[src/rtl/calc_pkg.sv]
// Shared types and constants for the calculator display block.
// States, segment codes (active-low {g,f,e,d,c,b,a}) and the double-dabble adjust helper.
package calc_pkg;

    typedef enum logic [0:0] {IDLE, CONV} state_e;

    localparam int unsigned NUM_DIGITS = 4;

    localparam logic [6:0] SEG_BLANK = 7'b1111111;
    localparam logic [6:0] SEG_E     = 7'b0000110;
    localparam logic [6:0] SEG_0     = 7'b1000000;
    localparam logic [6:0] SEG_1     = 7'b1111001;
    localparam logic [6:0] SEG_2     = 7'b0100100;
    localparam logic [6:0] SEG_3     = 7'b0110000;
    localparam logic [6:0] SEG_4     = 7'b0011001;
    localparam logic [6:0] SEG_5     = 7'b0010010;
    localparam logic [6:0] SEG_6     = 7'b0000010;
    localparam logic [6:0] SEG_7     = 7'b1111000;
    localparam logic [6:0] SEG_8     = 7'b0000000;
    localparam logic [6:0] SEG_9     = 7'b0010000;

    // Add 3 to every BCD nibble >= 5 so the following left shift carries correctly.
    function automatic logic [11:0] bcd_adjust(input logic [11:0] bcd);
        logic [11:0] res;
        res = bcd;
        for (int i = 0; i < 3; i++) begin
            if (bcd[i*4 +: 4] >= 4'd5) begin
                res[i*4 +: 4] = bcd[i*4 +: 4] + 4'd3;
            end
        end
        return res;
    endfunction

endpackage

[src/rtl/calc_display_if.sv]
// Value handshake and display outputs of calc_display.
// master drives values in and watches the display; slave is the display block.
interface calc_display_if;
    logic       in_valid;
    logic       in_ready;
    logic [7:0] result;
    logic       zero;
    logic       overflow;
    logic [6:0] seg;
    logic [3:0] an;
    logic       zero_led;
    logic       ovf_led;

    modport master (
        output in_valid, result, zero, overflow,
        input  in_ready, seg, an, zero_led, ovf_led
    );

    modport slave (
        input  in_valid, result, zero, overflow,
        output in_ready, seg, an, zero_led, ovf_led
    );
endinterface

[src/rtl/seg7_decoder.sv]
// BCD to active-low seven-segment decoder with a forced-blank input.
// Codes outside 0-9 decode to blank.
module seg7_decoder
    import calc_pkg::*;
(
    input  logic [3:0] code,
    input  logic       blank,
    output logic [6:0] seg
);

    always_comb begin
        seg = SEG_BLANK;
        if (!blank) begin
            case (code)
                4'd0:    seg = SEG_0;
                4'd1:    seg = SEG_1;
                4'd2:    seg = SEG_2;
                4'd3:    seg = SEG_3;
                4'd4:    seg = SEG_4;
                4'd5:    seg = SEG_5;
                4'd6:    seg = SEG_6;
                4'd7:    seg = SEG_7;
                4'd8:    seg = SEG_8;
                4'd9:    seg = SEG_9;
                default: seg = SEG_BLANK;
            endcase
        end
    end

endmodule

[src/rtl/calc_display.sv]
// Converts an 8-bit ALU result to BCD (double dabble) and multiplexes it onto a 4-digit display.
// Define LEAD_ZERO_BLANK_EN to blank leading zeros in the hundreds and tens digits.
module calc_display
    import calc_pkg::*;
#(
    parameter int unsigned REFRESH_DIV = 50000
) (
    input logic           clk,
    input logic           rst,
    calc_display_if.slave bus
);

    localparam int unsigned DIGIT_W = $clog2(NUM_DIGITS);

`ifdef LEAD_ZERO_BLANK_EN
    localparam logic LZ_BLANK = 1'b1;
`else
    localparam logic LZ_BLANK = 1'b0;
`endif

    state_e state_q, state_d;
    logic   in_ready, xfer, conv_last;

    logic [2:0]  step_q;
    logic [7:0]  shift_q;
    logic [11:0] bcd_q;
    logic [19:0] dd_nxt;
    logic [3:0]  hund_q, tens_q, units_q;
    logic        zero_led_q, ovf_led_q;

    logic [15:0]        refresh_q;
    logic [DIGIT_W-1:0] digit_idx_q;

    logic [3:0] dig_code;
    logic       dig_blank;
    logic [6:0] dec_seg;

    // FSM state register
    always_ff @(posedge clk or posedge rst) begin
        if (rst) begin
            state_q <= IDLE;
        end else begin
            state_q <= state_d;
        end
    end

    // FSM next state
    always_comb begin
        state_d = state_q;
        case (state_q)
            IDLE:    if (bus.in_valid) state_d = CONV;
            CONV:    if (step_q == 3'd7) state_d = IDLE;
            default: state_d = IDLE;
        endcase
    end

    // FSM outputs
    always_comb begin
        in_ready  = (state_q == IDLE);
        xfer      = in_ready && bus.in_valid;
        conv_last = (state_q == CONV) && (step_q == 3'd7);
    end

    always_comb begin
        dd_nxt = {bcd_adjust(bcd_q), shift_q} << 1;
    end

    always_ff @(posedge clk or posedge rst) begin
        if (rst) begin
            step_q     <= '0;
            shift_q    <= '0;
            bcd_q      <= '0;
            hund_q     <= '0;
            tens_q     <= '0;
            units_q    <= '0;
            zero_led_q <= 1'b0;
            ovf_led_q  <= 1'b0;
        end else if (xfer) begin
            step_q     <= '0;
            shift_q    <= bus.result;
            bcd_q      <= '0;
            zero_led_q <= bus.zero;
            ovf_led_q  <= bus.overflow;
        end else if (state_q == CONV) begin
            step_q  <= step_q + 3'd1;
            shift_q <= dd_nxt[7:0];
            bcd_q   <= dd_nxt[19:8];
            // Display only changes once the final shift is complete.
            if (conv_last) begin
                hund_q  <= dd_nxt[19:16];
                tens_q  <= dd_nxt[15:12];
                units_q <= dd_nxt[11:8];
            end
        end
    end

    // Digit scan runs free of the conversion FSM.
    always_ff @(posedge clk or posedge rst) begin
        if (rst) begin
            refresh_q   <= '0;
            digit_idx_q <= '0;
        end else if (refresh_q == 16'(REFRESH_DIV - 1)) begin
            refresh_q   <= '0;
            digit_idx_q <= digit_idx_q + 1'b1;
        end else begin
            refresh_q <= refresh_q + 16'd1;
        end
    end

    always_comb begin
        dig_code  = 4'd0;
        dig_blank = 1'b1;
        case (digit_idx_q)
            2'd0: begin
                dig_code  = units_q;
                dig_blank = 1'b0;
            end
            2'd1: begin
                dig_code  = tens_q;
                dig_blank = LZ_BLANK && (hund_q == 4'd0) && (tens_q == 4'd0);
            end
            2'd2: begin
                dig_code  = hund_q;
                dig_blank = LZ_BLANK && (hund_q == 4'd0);
            end
            default: begin
                dig_code  = 4'd0;
                dig_blank = 1'b1;
            end
        endcase
    end

    seg7_decoder u_dec (
        .code  (dig_code),
        .blank (dig_blank),
        .seg   (dec_seg)
    );

    always_comb begin
        bus.in_ready = in_ready;
        bus.zero_led = zero_led_q;
        bus.ovf_led  = ovf_led_q;
        bus.an       = ~(4'b0001 << digit_idx_q);
        if (digit_idx_q == 2'd3) begin
            bus.seg = ovf_led_q ? SEG_E : SEG_BLANK;
        end else begin
            bus.seg = dec_seg;
        end
    end

endmodule

[src/flat_wrapper.sv]
// flat-port wrapper written by rule: the top's interface ports become plain ports
module calc_display_flat import calc_pkg::*;
#(
    parameter int unsigned REFRESH_DIV = 50000
)
  (clk, rst, bus_in_valid, bus_result, bus_zero, bus_overflow, bus_in_ready, bus_seg, bus_an, bus_zero_led, bus_ovf_led);
  calc_display_if bus_i ();
  input logic clk;
  input logic rst;
  input wire logic [$bits(bus_i.in_valid)-1:0] bus_in_valid;
  input wire logic [$bits(bus_i.result)-1:0] bus_result;
  input wire logic [$bits(bus_i.zero)-1:0] bus_zero;
  input wire logic [$bits(bus_i.overflow)-1:0] bus_overflow;
  output wire logic [$bits(bus_i.in_ready)-1:0] bus_in_ready;
  output wire logic [$bits(bus_i.seg)-1:0] bus_seg;
  output wire logic [$bits(bus_i.an)-1:0] bus_an;
  output wire logic [$bits(bus_i.zero_led)-1:0] bus_zero_led;
  output wire logic [$bits(bus_i.ovf_led)-1:0] bus_ovf_led;
  assign bus_i.in_valid = bus_in_valid;
  assign bus_i.result = bus_result;
  assign bus_i.zero = bus_zero;
  assign bus_i.overflow = bus_overflow;
  assign bus_in_ready = bus_i.in_ready;
  assign bus_seg = bus_i.seg;
  assign bus_an = bus_i.an;
  assign bus_zero_led = bus_i.zero_led;
  assign bus_ovf_led = bus_i.ovf_led;
  calc_display #(.REFRESH_DIV(REFRESH_DIV)) u_core (.clk(clk), .rst(rst), .bus(bus_i));
endmodule
[config.mk]
export PLATFORM = sky130hd
export DESIGN_NAME = calc_display_flat
export DESIGN_NICKNAME = d
export VERILOG_FILES = /design/src/rtl/calc_pkg.sv /design/src/rtl/calc_display_if.sv /design/src/rtl/seg7_decoder.sv /design/src/rtl/calc_display.sv /design/src/flat_wrapper.sv
export SDC_FILE = /design/constraint.sdc
export NUM_CORES = 1
export LEC_CHECK = 0
export ABC_AREA = 1
export ABC_CLOCK_PERIOD_IN_PS = 2550
export BUFFER_PORTS_ARGS = -buffer_cell sky130_fd_sc_hd__buf_2
export CAP_MARGIN = 20
export CORE_ASPECT_RATIO = 0.7
export CORE_MARGIN = 1
export CORE_UTILIZATION = 50
export DETAILED_ROUTE_END_ITERATION = 16
export GPL_TIMING_DRIVEN = 0
export HOLD_SLACK_MARGIN = 0.03
export PLACE_DENSITY_LB_ADDON = 0.08
export SYNTH_ARGS = -nofsm -noshare
export SYNTH_HDL_FRONTEND = slang
export SYNTH_HIERARCHICAL = 1
export SYNTH_SLANG_ARGS = --single-unit
[constraint.sdc]
create_clock -name clk -period 2.55 [get_ports clk]
set_input_delay 0.1275 -clock clk [delete_from_list [all_inputs] [get_ports clk]]
set_output_delay 0.1275 -clock clk [all_outputs]
set_load 0.05 [all_outputs]
# Word level (Yosys, flattened, before mapping)
# Memory sizes are Yosys's and may differ from the RTL's.
# Cells that the tools add are included.
[word_totals] memories=1 reg_bits=56 latch_bits=0 mem_bits_ro=112 ram_bits=0
[memory_table] memory="(name not given)" words=16 word_bits=7 read_ports=1 rd_clocked_by_memory_dff=0 write_ports=0 line_no="seg7_decoder.sv:14" source="case (code)"
[classes] bitwise=3 n_eq_ne=5 div=0 reduce_logical=6 n_shift=1 add_sub_neg=6 multipliers=0 n_lt_le_gt_ge=3 n_mux=17
[ops] op="12-bit two-way mux" count=2
[ops] op="7-bit two-way mux" count=3
[ops] op="16-bit by 1-bit adder with 16-bit output, second input constant" count=1
[ops] op="16-bit == test, second input constant" count=1
[ops] op="16-bit two-way mux" count=1
[ops] op="8-bit two-way mux" count=2
[ops] op="4-bit by 3-bit greater-or-equal comparator with 1-bit output, second input constant" count=3
[ops] op="4-bit case mux with 3 select lines" count=1
[ops] op="3-bit two-way mux" count=3
[ops] op="4-bit by 2-bit adder with 4-bit output, second input constant" count=2
[ops] op="4-bit two-way mux" count=2
[ops] op="2-bit == test, second input constant" count=2
[ops] op="4-bit NOT" count=1
[ops] op="1-bit by 2-bit left shift with 4-bit output, first input constant" count=1
[ops] op="3-bit by 1-bit adder with 3-bit output, second input constant" count=1
[ops] op="3-bit by 2-bit adder with 3-bit output, second input constant" count=1
[ops] op="3-bit == test, second input constant" count=1
[ops] op="3-bit AND reduction" count=1
[ops] op="3-bit OR reduction" count=1
[ops] op="2-bit by 1-bit adder with 2-bit output, second input constant" count=1
[ops] op="2-bit by 1-bit == test with 1-bit output, second input constant" count=1
[ops] op="1-bit logical AND" count=2
[ops] op="2-bit zero test" count=1
[ops] op="1-bit two-way mux" count=2
[ops] op="3 further kinds" count=4

# Longest topological paths before layout
# Gate-level depths: netlist of run 1.
# An unclocked memory read counts as a cell.
[logic_depth] word_depth=5 mapped_depth=14

# By module
# Netlist of run 1, hierarchy kept.
[modules_own_cells] mod="calc_display" area_each_um2=2934.1 cells_per_inst=372 instances=1
[modules_own_cells] mod="seg7_decoder" area_each_um2=203.9 cells_per_inst=37 instances=1

# Least setup slack after synthesis of run 1
# No wires, ideal clock.
[synth_timing] kind="register to output" from="register u_core.digit_idx_q[0]" to="output port bus_seg[3]" t_required_ps=2423 path_stages_with_launch=14 arrival_time_ps=1985 path_buffers=0 path_slack_ps=438 cell_sequence="dfrtp_1 -> inv_1 -> ha_1 -> nand2_1 -> nand3_1 -> nand2_1 -> inv_1 -> inv_1 -> ha_1 -> nand2_1 -> nand3_1 -> nand2_1 -> nand2_1 -> nand2_1"
[synth_via] elab_chain_len=5 word_cells_on_any_way=9 cone_classes="eq/ne: 3; mux: 3; reduce/logical: 2; memory: 1"
[synth_rtl] element="start: declaration" line_no="calc_display.sv:32" source="logic [DIGIT_W-1:0] digit_idx_q;"
[synth_rtl] element="start signal: assignment" line_no="calc_display.sv:104" source="digit_idx_q <= digit_idx_q + 1'b1;"
[synth_rtl] element="2-bit == test (tied with other cells)" line_no="calc_display.sv:113" source="case (digit_idx_q)"
[synth_rtl] element="4-bit case mux with 3 select lines *" line_no="calc_display.sv:113"
[synth_rtl] element="net u_core.dig_code[1]" line_no="calc_display.sv:34" source="logic [3:0] dig_code;"
[synth_rtl] element="memory read 16 x 7 bit *"
[synth_rtl] element="7-bit two-way mux *" line_no="seg7_decoder.sv:13" source="if (!blank) begin"
[synth_rtl] element="net u_core.dec_seg[3]" line_no="calc_display.sv:36" source="logic [6:0] dec_seg;"
[synth_rtl] element="7-bit two-way mux *" line_no="calc_display.sv:144" source="if (digit_idx_q == 2'd3) begin"
[synth_rtl] element="end: declaration" line_no="flat_wrapper.sv:15" source="output wire logic [$bits(bus_i.seg)-1:0] bus_seg;"
# Mark *: on every way through the listed nets, which the timed path passes. The rest lies on a longest branch.

# Worst setup path in the final report of run 1
[layout_timing] from="register u_core.digit_idx_q[0]" to="output port bus_seg[1]"
# The elaborated chain is that of the path after synthesis.

==> impl_results.rst, run 1 <==
.. list-table::
   :header-rows: 1

   * - Metric
     - Value
   * - Mapped Nets
     - 441
   * - Setup Viol. Count Final
     - 0
   * - Total number of vias
     - 2630
   * - Wire length of the first global-routing pass
     - 11.1 mm
   * - Worst slew margin relative to its limit
     - 66.3%
   * - Per-cell routed wire length
     - 11.9 um
   * - Root cell of the clock tree
     - clkbuf_8
   * - Static power due to leakage
     - 1.89 nW
   * - Clock latency on the worst-skew pair
     - 0.31 ns
   * - Total Die Area
     - 6600 sq um
   * - Total grt overflow
     - 0
   * - Number of cells in the finished layout apart from fillers
     - 529
   * - Count of inserted antenna diode cells
     - 0
   * - IR Drop Worst-Case VDD
     - 0.518 mV
   * - Placer congestion estimate
     - 0.865
   * - Actual transition at the worst max-transition pin
     - 0.505 ns
   * - Leading register cell type out of synthesis
     - dfrtp_1
   * - Number of port buffers
     - 26
   * - Vias in the first global route
     - 2423
   * - Class of the tightest hold or removal check
     - primary input to register
   * - Share of synthesized area occupied by flip-flops and latches
     - 44.7%
   * - Ys async rst share
     - 100%
   * - Commonest cells post-synth
     - 134 x nand2_1, 57 x inv_1, 56 x dfrtp_1
   * - Max-cap violation count
     - 0
   * - Share of Yosys cell area claimed by the top area cell type
     - 44.7%
   * - Gate count after technology mapping
     - 409
   * - Cts bufs inserted
     - 5
   * - Core region area
     - 5900 sq um
   * - Routed via count divided by cell count
     - 4.97
   * - Routed wire length
     - 6.32 mm
   * - Register clock-pin slew on the reported worst setup and hold paths
     - 0.10 ns
   * - Synthesis-to-finish area growth
     - 15.4%
   * - Number of hold violations in the final report
     - 0
   * - Effective utilization at floorplan
     - 53.2%
   * - First-pass DRT Iterations
     - 4
   * - Die Width
     - 96.7 um
   * - P per Cell Area
     - 1070 nW/um^2
   * - Topmost layer with routed signal wires
     - met4
   * - DR WL met3
     - 300 um
   * - All-layer global routing usage
     - 21.2%
   * - Worst endpoint required time
     - 2.42 ns
   * - Clock Sinks
     - 56
   * - Total number of H-tree levels
     - 2
   * - Time the final worst path needs with I/O delays and setup
     - 2.45 ns
   * - Synth area leader
     - dfrtp_1
   * - Data arrival time of the worst path
     - 2.32 ns
   * - Yosys warnings
     - 6
   * - Post-route clock skew
     - 0.00976 ns
   * - Core Rows
     - 23
   * - Hold slack final
     - 0.0488 ns
   * - Max-slew violation count
     - 0
   * - Class of the most critical setup path
     - register to output pin
   * - Antenna violations before repair
     - 0
   * - Peak fanout along the critical path
     - 5
   * - Clock tree from TritonCTS
     - built
   * - Number of remaining DRC errors
     - 0
   * - Count of cell types in the netlist
     - 25
   * - Layout cell share with drive strength beyond 1
     - 14.8%
   * - Cell area after technology mapping
     - 3140 sq um
   * - Dpl hpwl
     - 4.72 mm
   * - Instance count after placement with tap cells included
     - 511
   * - Initial drt markers
     - 114
   * - Number of I/O pins
     - 27
   * - Run status
     - finished clean
   * - Post-route clock period utilization
     - 96.0%
   * - Routed metal-1 wirelength
     - 3.41 mm
   * - Critical path launch point type
     - register
   * - Antenna viol nets, final
     - 0
   * - Avg Inst Size Synth
     - 7.67 sq um
   * - CTS Buffer Depth
     - 2
   * - Vertical die dimension
     - 68.3 um
   * - Metal2 WL
     - 2.55 mm
   * - Net count, final
     - 485
   * - Most numerous cell in the Yosys netlist
     - nand2_1
   * - Number of synthesized flops with an enable pin
     - 0
   * - Max frequency
     - 0.409 GHz
   * - Maximum number of pins on one net before global-route repair
     - 39
   * - Synthesis-stage register bit count
     - 56
   * - Synth top area cells
     - dfrtp_1 45%, nand2_1 16%, ha_1 7.6%
   * - Endpoint class of the critical path
     - output pin
[metal layers]
layer,up-vias,GRT usage (%)
met5,-,0
met4,0,5.04
met3,7,4.19
met2,57,32.5
met1,1193,31.1
li1,1373,-
[metrics by stage]
| step | setup TNS [ns] | total power [mW] | utilization [%] | cell area, sq um | setup WS, ns |
|---|---|---|---|---|---|
| 2_1_floorplan | 0 | 2.89 | - | 3140 | 0.438 |
| 3_3_place_gp | 0 | 3.27 | 57.0 | 3360 | 0.294 |
| 3_5_place_dp | 0 | 3.33 | 57.3 | 3380 | 0.253 |
| 4_1_cts | 0 | 3.88 | 60.3 | 3560 | 0.0343 |
| 5_1_grt | -0.100 | 4.25 | 61.4 | 3620 | -0.0382 |
| 6_report | 0 | 3.87 | 61.4 | 3620 | 0.103 |
[cells by family (layout without fill, tap and decap cells)]
family | count (synthesis) | in the layout | synth area share, %
simple gates | 220 | 220 | 29.7
buf+inv | 65 | 110 | 7.85
flops | 56 | 56 | 44.7
compound gates | 38 | 38 | 7.14
fa+ha+maj | 19 | 19 | 7.58
xor+xnor | 11 | 11 | 3.07
[placed cells by master (no fill, tap or decap), drive strengths merged, types with 10 or more instances in the layout]
cell	count
xor2	11
o21ai	22
inv	61
ha	19
nand2	136
clkbuf	10
dfrtp	56
buf	32
nand3	35
nor2	40
[report_power, final]
part / total, mW / leakage [nW] / switching [mW] / internal, mW
sequential: 1.36 / 0.709 / 0.179 / 1.18
clock: 0.534 / 0.0493 / 0.306 / 0.228
combinational: 1.98 / 1.13 / 1.35 / 0.632
total: 3.87 / 1.89 / 1.84 / 2.04
[registers in the layout, indices dropped and copies added (netlist names), 2 cells and up]
name,flops
u_core/digit_idx_q,2
u_core/tens_q,4
u_core/units_q,4
u_core/refresh_q,16
u_core/shift_q,8
u_core/hund_q,4
u_core/step_q,3
u_core/bcd_q,12
[worst paths after layout]
path | startpoint | end | slack (ns) | cells past startpoint
max | u_core/digit_idx_q[0] | bus_seg[1] | 0.10 | 11
min | bus_result[0] | u_core/shift_q[0] | 0.05 | 3
max reg2reg | u_core/step_q[0] | u_core/hund_q[0] | 1.00 | 6
min reg2reg | u_core/step_q[0] | u_core/step_q[0] | 0.49 | 1
max in group asynchronous | rst | u_core/digit_idx_q[0] | 1.62 | 4
min in group asynchronous | rst | u_core/bus.zero_led | 0.36 | 3
[cell type report]
type,instances,area (sq um)
Inverter,60,228
Fill cell,551,2280
Timing Repair Buffer,37,245
Buffer,5,21.3
Sequential cell,56,1400
Tap cell,75,93.8
Clock inverter,2,18.8
Multi-Input combinational cell,288,1530
Clock buffer,6,82.6
[worst max-delay path, cell delays in order (launching register included)]
cell and delay, ns:
dfrtp_2 0.44, buf_4 0.14, ha_1 0.19, inv_1 0.11, nand2_1 0.09, inv_2 0.10
inv_1 0.08, ha_1 0.27, nand2_1 0.09, nand2_1 0.05, or2_2 0.26, buf_4 0.19
[what timing repair did]
item                                    in CTS  in global routing
gates resized for setup                      5                 11
hold buffers                                 6                  0
gates cloned                                 0                  0
setup buffers                                1                  3
hold endpoints to repair                    23                  0
endpoints found under the setup margin       4                  7
No activity file was read; power rests on OpenSTA's default activity.
==> inputs of run 2 (changes only) <==
- CELL_PAD_IN_SITES_DETAIL_PLACEMENT: default -> 1
- CELL_PAD_IN_SITES_GLOBAL_PLACEMENT: default -> 1
- CORE_UTILIZATION: 50 -> 44
==> run 2 against run 1 <==
  * Sequential share of layout area fell by 0.38 points
  * Hold slack lost 0.011 ns
  * Via count grew 2.7%
  * Critical path type unchanged
==> impl_results.rst, run 2 (synthesis gave the netlist of run 1 again) <==
.. list-table::
   :header-rows: 1

   * - Metric
     - Value
   * - Run status
     - finished clean (unchanged)
   * - Total Neg Setup Slack
     - 0 ns (unchanged)
   * - Highest cell delay on the worst timing path
     - 0.46 ns (was 0.44 ns)
   * - Instance count after placement with tap cells included
     - 530 (was 511)
   * - Total number of vias
     - 2700 (was 2630)
   * - Cts bufs inserted
     - 5 (unchanged)
   * - Root cell of the clock tree
     - clkbuf_8 (unchanged)
   * - Static power due to leakage
     - 1.89 nW (about the same)
   * - Levels on crit path
     - 12 (was 11)
   * - Reg2Reg Capture Point
     - u_core/tens_q[0] (was u_core/hund_q[0])
   * - Most frequent cells in the layout
     - 134 x nand2_1, 54 x dfrtp_1, 51 x inv_1 (was 134 x nand2_1, 55 x dfrtp_1, 51 x inv_1)
   * - Family with the most delay on the worst path
     - simple AND/OR/NAND/NOR gates (was buffers and inverters)
   * - Number of hold violations in the final report
     - 0 (unchanged)
   * - Critical path launch point type
     - register (unchanged)
   * - First-pass DRT Iterations
     - 4 (unchanged)
   * - Biggest register
     - u_core/refresh_q (unchanged)
   * - Endpoint class of the critical path
     - output pin (unchanged)
   * - Maximum number of pins on one net before global-route repair
     - 44 (was 39)
   * - CTS Buffer Depth
     - 2 (unchanged)
   * - Number of remaining DRC errors
     - 0 (unchanged)
   * - Net count, final
     - 483 (was 485)
   * - Total Die Area
     - 7480 sq um (was 6600 sq um)
   * - Setup Viol. Count Final
     - 0 (unchanged)
   * - Max-cap violation count
     - 0 (unchanged)
   * - Per-cell routed wire length
     - 13.7 um (was 11.9 um)
   * - Chain of cells forming the critical path
     - inv_4, ha_4, nand2_1, nand3_1, nand2_1, inv_2, inv_1, ha_1, nand2_1, nand2_1, or2_2, buf_6 (was buf_4, ha_1, inv_1, nand2_1, inv_2, inv_1, ha_1, nand2_1, nand2_1, or2_2, buf_4)
   * - Worst reg2reg setup slack
     - 0.95 ns (was 1.00 ns)
   * - Register clock-pin slew on the reported worst setup and hold paths
     - 0.10 ns (about the same)
   * - Crit-path most repeated cell
     - nand2_1 (unchanged)
   * - Placed standard-cell area
     - 3410 sq um (was 3380 sq um)
   * - Number of I/O pins
     - 27 (unchanged)
   * - Class of the tightest hold or removal check
     - primary input to register (unchanged)
   * - Vertical die dimension
     - 72.7 um (was 68.3 um)
   * - Core Rows
     - 25 (was 23)
   * - Clock latency on the worst-skew pair
     - 0.31 ns (about the same)
   * - Max-slew violation count
     - 0 (unchanged)
   * - Synthesis-to-finish area growth
     - 16.6% (was 15.4%)
   * - Max frequency
     - 0.413 GHz (was 0.409 GHz)
   * - PnR worst setup slack
     - 0.128 ns (was 0.103 ns)
   * - Worst endpoint required time
     - 2.42 ns (about the same)
   * - Placer congestion estimate
     - 0.788 (was 0.865)
   * - Effective utilization at floorplan
     - 46.0% (was 53.2%)
   * - Clock Sinks
     - 56 (unchanged)
   * - Worst slack, placed
     - 0.218 ns (was 0.253 ns)
   * - Max reg flops
     - 16 (unchanged)
   * - Number of stages on the worst hold path
     - 3 (unchanged)
   * - Antenna violations before repair
     - 0 (unchanged)
   * - Data arrival time of the worst path
     - 2.29 ns (was 2.32 ns)
   * - Final std cell area, no fill
     - 3660 sq um (was 3620 sq um)
   * - Layout cell share with drive strength beyond 1
     - 14.6% (was 14.8%)
   * - Endpoint of the worst setup timing path
     - bus_seg[1] (unchanged)
   * - Post-route clock period utilization
     - 95.0% (was 96.0%)
   * - All-layer global routing usage
     - 22.2% (was 21.2%)
   * - Vias in the first global route
     - 2776 (was 2423)
   * - Core region area
     - 6820 sq um (was 5900 sq um)
   * - Time the final worst path needs with I/O delays and setup
     - 2.42 ns (was 2.45 ns)
   * - Dpl hpwl
     - 5.65 mm (was 4.72 mm)
   * - Worst setup path startpoint
     - u_core/digit_idx_q[1] (was u_core/digit_idx_q[0])
   * - Peak fanout along the critical path
     - 5 (unchanged)
   * - Total number of H-tree levels
     - 2 (unchanged)
   * - Routed wire length
     - 7.46 mm (was 6.32 mm)
   * - Most common cell after layout, fill and taps aside
     - nand2_1 (unchanged)
   * - Post-route clock skew
     - 0.0133 ns (was 0.00976 ns)
   * - Number of cells in the finished layout apart from fillers
     - 546 (was 529)
   * - Launching point of the worst reg2reg path
     - u_core/step_q[0] (unchanged)
   * - Die Width
     - 103 um (was 96.7 um)
   * - Number of port buffers
     - 26 (unchanged)
   * - Library cell contributing the largest single delay on the critical path
     - dfrtp_2 (unchanged)
   * - Total grt overflow
     - 0 (unchanged)
   * - Clock tree from TritonCTS
     - built (unchanged)
   * - P per Cell Area
     - 1100 nW/um^2 (was 1070 nW/um^2)
   * - Wire length of the first global-routing pass
     - 12.8 mm (was 11.1 mm)
   * - Class of the most critical setup path
     - register to output pin (unchanged)
   * - Largest registers
     - u_core/refresh_q: 16 flops, u_core/bcd_q: 12 flops, u_core/shift_q: 8 flops (unchanged)
   * - Buffer and inverter count on the worst path
     - 4 (was 5)
   * - Worst slew margin relative to its limit
     - 63.6% (was 66.3%)
   * - Power after layout
     - 4.03 mW (was 3.87 mW)
   * - Count of inserted antenna diode cells
     - 0 (unchanged)
   * - IR Drop Worst-Case VDD
     - 0.629 mV (was 0.518 mV)
   * - Cell count of the worst reg-to-reg path
     - 6 (unchanged)
   * - Initial drt markers
     - 94 (was 114)
   * - Actual transition at the worst max-transition pin
     - 0.546 ns (was 0.505 ns)
   * - Antenna viol nets, final
     - 0 (unchanged)
   * - Routed via count divided by cell count
     - 4.95 (was 4.97)
run 2: cell count changes in the layout (fill, tap and decap cells not counted), sizes merged:
cell and change:
inv -1, clkinvlp -1, buf -2, clkinv +1, bufinv +1
run 2: report_power, final:
part           internal (mW)  switching (mW)
Sequential              1.18           0.181
Clock                  0.322           0.297
Combinational          0.648            1.41
Total                   2.15            1.88
run 2: cell type report:
cell class                      count  area [sq um]
Buffer                              5          21.3
Clock buffer                        6          82.6
Clock inverter                      2          38.8
Fill cell                         873          3160
Inverter                           60           230
Multi-Input combinational cell    288          1530
Sequential cell                    56          1400
Tap cell                           94           118
Timing Repair Buffer               35           236
run 2: per-layer routing:
metal | routed length [um] | up-vias | global-route usage, %
met5 | 0 | - | 0
met4 | 51 | 0 | 4.23
met3 | 181 | 4 | 3.45
met2 | 3410 | 33 | 36.5
met1 | 3820 | 1295 | 31.4
li1 | - | 1368 | -
run 2: worst min path at each step:
stage | start | endpoint | slack [ns]
final | bus_result[4] | u_core/shift_q[4] | 0.04
after floorplan | bus_overflow | u_core/bus.ovf_led | 0.24
after CTS | bus_result[4] | u_core/shift_q[4] | 0.03
after global placement | bus_zero | u_core/bus.zero_led | 0.33
after global routing | bus_result[4] | u_core/shift_q[4] | 0.06
after detailed placement | rst | u_core/bus.zero_led | 0.11
run 2: tightest hold or removal path: stages:
cell      delay (ns)
buf_2           0.07
nand2_1         0.04
o221ai_1        0.06
run 2: metrics by stage:
step                      hold WS, ns  utilization [%]
after floorplan                 0.244                -
after global placement          0.331             49.7
after detailed placement        0.108             49.9
after CTS                      0.0335             53.0
after global routing           0.0591             53.7
final                          0.0382             53.7
run 2: repair_timing:
action,in CTS,in global routing
hold buffers,6,0
setup endpoints to repair,5,6
buffers inserted,0,2
hold endpoints to repair,18,0
resized for setup,10,9
pin swaps,0,1
==> inputs of run 3 (changes only) <==
- ABC_AREA: 1 -> 0
- CORE_UTILIZATION: 44 -> 46
==> run 3 against run 2 <==
  * The flow now finishes with violations (setup timing)
  * Utilization is 4.1 points higher
  * Global-route usage is 0.39 points higher
  * Via count is 12% lower
  * First-iteration DRC count is 1.1% higher
  * Non-clock buffer count is 10 higher
  * Clock power is 8.6% higher
  * Critical path depth is 1 lower
  * Wire length is 3.0% lower
  * Critical path type unchanged
  * Critical endpoint is now bus_seg[3]
  * Highest routed layer unchanged
==> impl_results.rst, run 3 <==
.. list-table::
   :header-rows: 1

   * - Metric
     - Value
   * - Number of hold violations in the final report
     - 0 (unchanged)
   * - Initial drt markers
     - 95 (was 94)
   * - Critical path launch point type
     - register (unchanged)
   * - Time the final worst path needs with I/O delays and setup
     - 2.65 ns (was 2.42 ns)
   * - Actual transition at the worst max-transition pin
     - 0.674 ns (was 0.546 ns)
   * - Yosys warnings
     - 6 (unchanged)
   * - Total Die Area
     - 6930 sq um (was 7480 sq um)
   * - Core Rows
     - 24 (was 25)
   * - Dpl hpwl
     - 4.99 mm (was 5.65 mm)
   * - Clock Sinks
     - 56 (unchanged)
   * - Mux share of post-synthesis cell area
     - 5.57% (was 0%)
   * - Routed via count divided by cell count
     - 5.44 (was 4.95)
   * - Clock latency on the worst-skew pair
     - 0.31 ns (about the same)
   * - First-pass DRT Iterations
     - 4 (unchanged)
   * - Avg Inst Size Synth
     - 9.78 sq um (was 7.67 sq um)
   * - Root cell of the clock tree
     - clkbuf_8 (unchanged)
   * - Part of the total power dissipated in sequential elements
     - 31.5% (was 33.7%)
   * - Class of the most critical setup path
     - register to output pin (unchanged)
   * - Worst slack, placed
     - -0.0912 ns (was 0.218 ns)
   * - Highest cell delay on the worst timing path
     - 0.42 ns (was 0.46 ns)
   * - Effective utilization at floorplan
     - 48.1% (was 46.0%)
   * - Layout cell share with drive strength beyond 1
     - 23.3% (was 14.6%)
   * - PnR worst setup slack
     - -0.0956 ns (was 0.128 ns)
   * - Largest registers
     - u_core/refresh_q: 16 flops, u_core/bcd_q: 12 flops, u_core/shift_q: 8 flops (unchanged)
   * - Routed wire length
     - 7.24 mm (was 7.46 mm)
   * - Post-route clock period utilization
     - 104% (was 95.0%)
   * - Ys async rst share
     - 100% (unchanged)
   * - Total Neg Setup Slack
     - -0.486 ns (was 0 ns)
   * - Cell count of the worst reg-to-reg path
     - 6 (unchanged)
   * - Post-Synth Simple-Gate Area
     - 17.3% (was 29.7%)
   * - Most common cell after layout, fill and taps aside
     - dfrtp_1 (was nand2_1)
   * - Post-synthesis adder-cell area fraction
     - 7.84% (was 7.58%)
   * - Core region area
     - 6310 sq um (was 6820 sq um)
   * - Placer congestion estimate
     - 0.765 (was 0.788)
   * - Total net switching power
     - 1.83 mW (was 1.88 mW)
   * - Dominant combinational cell family by area after synthesis
     - simple AND/OR/NAND/NOR gates (unchanged)
   * - Antenna violations before repair
     - 0 (unchanged)
   * - Clock tree from TritonCTS
     - built (unchanged)
   * - Die Width
     - 99.1 um (was 103 um)
   * - Hold slack final
     - 0.0643 ns (was 0.0382 ns)
   * - Register clock-pin slew on the reported worst setup and hold paths
     - 0.10 ns (about the same)
   * - Endpoint class of the critical path
     - output pin (unchanged)
   * - P per Cell Area
     - 1170 nW/um^2 (was 1100 nW/um^2)
   * - Synthesis-stage register bit count
     - 56 (unchanged)
   * - Chain of cells forming the critical path
     - inv_2, ha_4, a222oi_1, nor2_2, inv_2, ha_4, nor3b_2, a21oi_1, inv_1, o21ai_2, buf_6 (was inv_4, ha_4, nand2_1, nand3_1, nand2_1, inv_2, inv_1, ha_1, nand2_1, nand2_1, or2_2, buf_6)
   * - Final std cell area, no fill
     - 3640 sq um (was 3660 sq um)
   * - Worst slew margin relative to its limit
     - 54.9% (was 63.6%)
   * - Post-route clock skew
     - 0.0108 ns (was 0.0133 ns)
   * - Reg2Reg Capture Point
     - u_core/hund_q[2] (was u_core/tens_q[0])
   * - Antenna viol nets, final
     - 0 (unchanged)
   * - Violations in the final reports
     - setup timing
   * - Buffer and inverter count on the worst path
     - 4 (unchanged)
   * - Parity-gate share of the synthesized area counting xor and xnor cells
     - 5.49% (was 3.07%)
   * - Total number of vias
     - 2363 (was 2700)
   * - Share of Yosys cell area claimed by the top area cell type
     - 46.2% (was 44.7%)
   * - Share of total power in combinational logic
     - 52.8% (was 51.0%)
   * - Number of port buffers
     - 25 (was 26)
   * - Utilization after layout
     - 57.8% (was 53.7%)
   * - Worst reg2reg setup slack
     - 0.84 ns (was 0.95 ns)
   * - CTS Buffer Depth
     - 2 (unchanged)
   * - Synth area leader
     - dfrtp_1 (unchanged)
   * - Vias in the first global route
     - 2397 (was 2776)
   * - Class of the tightest hold or removal check
     - primary input to register (unchanged)
   * - Vertical die dimension
     - 69.9 um (was 72.7 um)
   * - Sink of the worst hold path
     - u_core/shift_q[0] (was u_core/shift_q[4])
   * - Complex-gate fraction of the synthesized area
     - 12.6% (was 7.14%)
   * - Leading register cell type out of synthesis
     - dfrtp_1 (unchanged)
   * - Gate count after technology mapping
     - 310 (was 409)
   * - Static power due to leakage
     - 1.69 nW (was 1.89 nW)
   * - Biggest register
     - u_core/refresh_q (unchanged)
   * - Hold path start
     - bus_result[0] (was bus_result[4])
   * - Synth top area cells
     - dfrtp_1 46%, ha_1 7.8%, o21ai_0 6.1% (was dfrtp_1 45%, nand2_1 16%, ha_1 7.6%)
   * - Maximum number of pins on one net before global-route repair
     - 39 (was 44)
   * - Max-slew violation count
     - 0 (unchanged)
   * - Clk network pwr share
     - 15.7% (was 15.4%)
   * - Commonest cells post-synth
     - 56 x dfrtp_1, 37 x o21ai_0, 25 x inv_1, 25 x nand2_1, 23 x nor2_1 (was 134 x nand2_1, 57 x inv_1, 56 x dfrtp_1)
   * - Count of cell types in the netlist
     - 40 (was 25)
   * - Total number of H-tree levels
     - 2 (unchanged)
   * - Cell area after technology mapping
     - 3030 sq um (was 3140 sq um)
   * - Max reg flops
     - 16 (unchanged)
   * - Wire length of the first global-routing pass
     - 12.2 mm (was 12.8 mm)
   * - IR Drop Worst-Case VDD
     - 0.660 mV (was 0.629 mV)
   * - Most frequent cells in the layout
     - 55 x dfrtp_1, 31 x o21ai_0, 25 x nand2_1 (was 134 x nand2_1, 54 x dfrtp_1, 51 x inv_1)
   * - Run status
     - complete, but fails checks (was finished clean)
   * - Mapped Nets
     - 342 (was 441)
   * - Number of synthesized flops with an enable pin
     - 0 (unchanged)
   * - Library cell contributing the largest single delay on the critical path
     - dfrtp_1 (was dfrtp_2)
   * - Max-cap violation count
     - 0 (unchanged)
   * - Net Sw Frac
     - 42.9% (was 46.8%)
   * - Setup repair after global routing missed its margin
     - yes
   * - Max frequency
     - 0.378 GHz (was 0.413 GHz)
   * - Cts bufs inserted
     - 5 (unchanged)
   * - Placed standard-cell area
     - 3280 sq um (was 3410 sq um)
   * - Worst endpoint required time
     - 2.42 ns (about the same)
   * - Per-cell routed wire length
     - 16.7 um (was 13.7 um)
   * - Launching point of the worst reg2reg path
     - u_core/bcd_q[8] (was u_core/step_q[0])
   * - Number of stages on the worst hold path
     - 3 (unchanged)
   * - All-layer global routing usage
     - 22.6% (was 22.2%)
   * - Synthesis-to-finish area growth
     - 20.1% (was 16.6%)
   * - Data arrival time of the worst path
     - 2.52 ns (was 2.29 ns)
   * - Total grt overflow
     - 0 (unchanged)
   * - Most numerous cell in the Yosys netlist
     - dfrtp_1 (was nand2_1)
   * - Number of remaining DRC errors
     - 0 (unchanged)
   * - Setup Viol. Count Final
     - 7 (was 0)
   * - Count of inserted antenna diode cells
     - 0 (unchanged)
   * - Net count, final
     - 388 (was 483)
   * - Family with the most delay on the worst path
     - compound AO/OA/AOI/OAI gates (was simple AND/OR/NAND/NOR gates)
   * - Peak fanout along the critical path
     - 5 (unchanged)
   * - Cell Int Power
     - 2.44 mW (was 2.15 mW)
   * - Number of I/O pins
     - 27 (unchanged)
   * - Share of synthesized area occupied by flip-flops and latches
     - 46.2% (was 44.7%)
run 3: cell count changes in the layout (fill, tap and decap cells not counted), sizes merged, moves of 5 or more:
cell	before	now
nor3	2	8
xnor2	0	12
mux2	0	7
or3	0	5
nand2	136	25
nor2	40	23
mux2i	0	9
inv	60	25
buf	30	42
nand3	35	9
o21ai	22	37
nand2b	0	8
a21oi	3	14
run 3: cells by family (layout without fill, tap and decap cells):
group,Yosys count,after routing
muxes,16,16
xor gates and xnor gates,19,19
AOI/OAI and AO/OA,66,66
buffers and inverters,36,82
adders and majority gates,19,19
DFF,56,56
and+or+nand+nor,98,98
run 3: area by class of cell:
type                            instances  area [sq um]
Buffer                                 11          56.3
Clock buffer                            5          68.8
Clock inverter                          2          60.1
Fill cell                             706          2660
Inverter                               25          93.8
Multi-Input combinational cell        218          1560
Sequential cell                        56          1400
Tap cell                               78          97.6
Timing Repair Buffer                   39           302
run 3: stage by stage:
stage | std cells | total power, mW
final | 434 | 4.27
after global routing | 434 | 4.57
after CTS | 431 | 4.17
after detailed placement | 414 | 3.30
after global placement | 413 | 3.22
after floorplan | 310 | 2.82
run 3: worst max-delay path by stage:
stage	slack (ns)	from	cells after the start	endpoint
2_1_floorplan	-0.1	u_core/digit_idx_q[0]	10	bus_seg[3]
3_3_place_gp	-0.02	u_core/digit_idx_q[0]	11	bus_seg[3]
3_5_place_dp	-0.09	u_core/digit_idx_q[0]	11	bus_seg[3]
4_1_cts	-0.02	u_core/digit_idx_q[1]	11	bus_seg[3]
5_1_grt	-0.24	u_core/digit_idx_q[0]	10	bus_seg[5]
6_report	-0.1	u_core/digit_idx_q[0]	11	bus_seg[3]
run 3: metal layers:
metal | up-vias | track usage [%] | wire [um]
li1 | 1144 | - | -
met1 | 1172 | 31.6 | 3570
met2 | 42 | 36.3 | 3380
met3 | 5 | 3.90 | 223
met4 | 0 | 6.37 | 60
met5 | - | 0 | 0
run 3: timing repair:
| item | in CTS | in global routing |
|---|---|---|
| hold buffers | 2 | 1 |
| endpoints found under the hold margin | 19 | 1 |
| pin swaps | 8 | 4 |
| resized for setup | 30 | 10 |
| setup endpoints to repair | 7 | 7 |
| setup buffers | 8 | 2 |
run 3: power groups by stage:
stage	clock (mW)	sequential, mW	combinational [mW]
after floorplan	0	1.35	1.47
after global routing	0.718	1.38	2.47
after detailed placement	0	1.36	1.95
after CTS	0.692	1.34	2.14
after global placement	0	1.34	1.88
final	0.672	1.34	2.26
run 3: worst reg2reg max path, stage by stage, from the launching register on:
cell and delay (ns):
dfrtp_1 0.40, inv_1 0.12, ha_1 0.25, nand2b_1 0.09
a21oi_1 0.31, mux2i_1 0.16, mux2_2 0.28
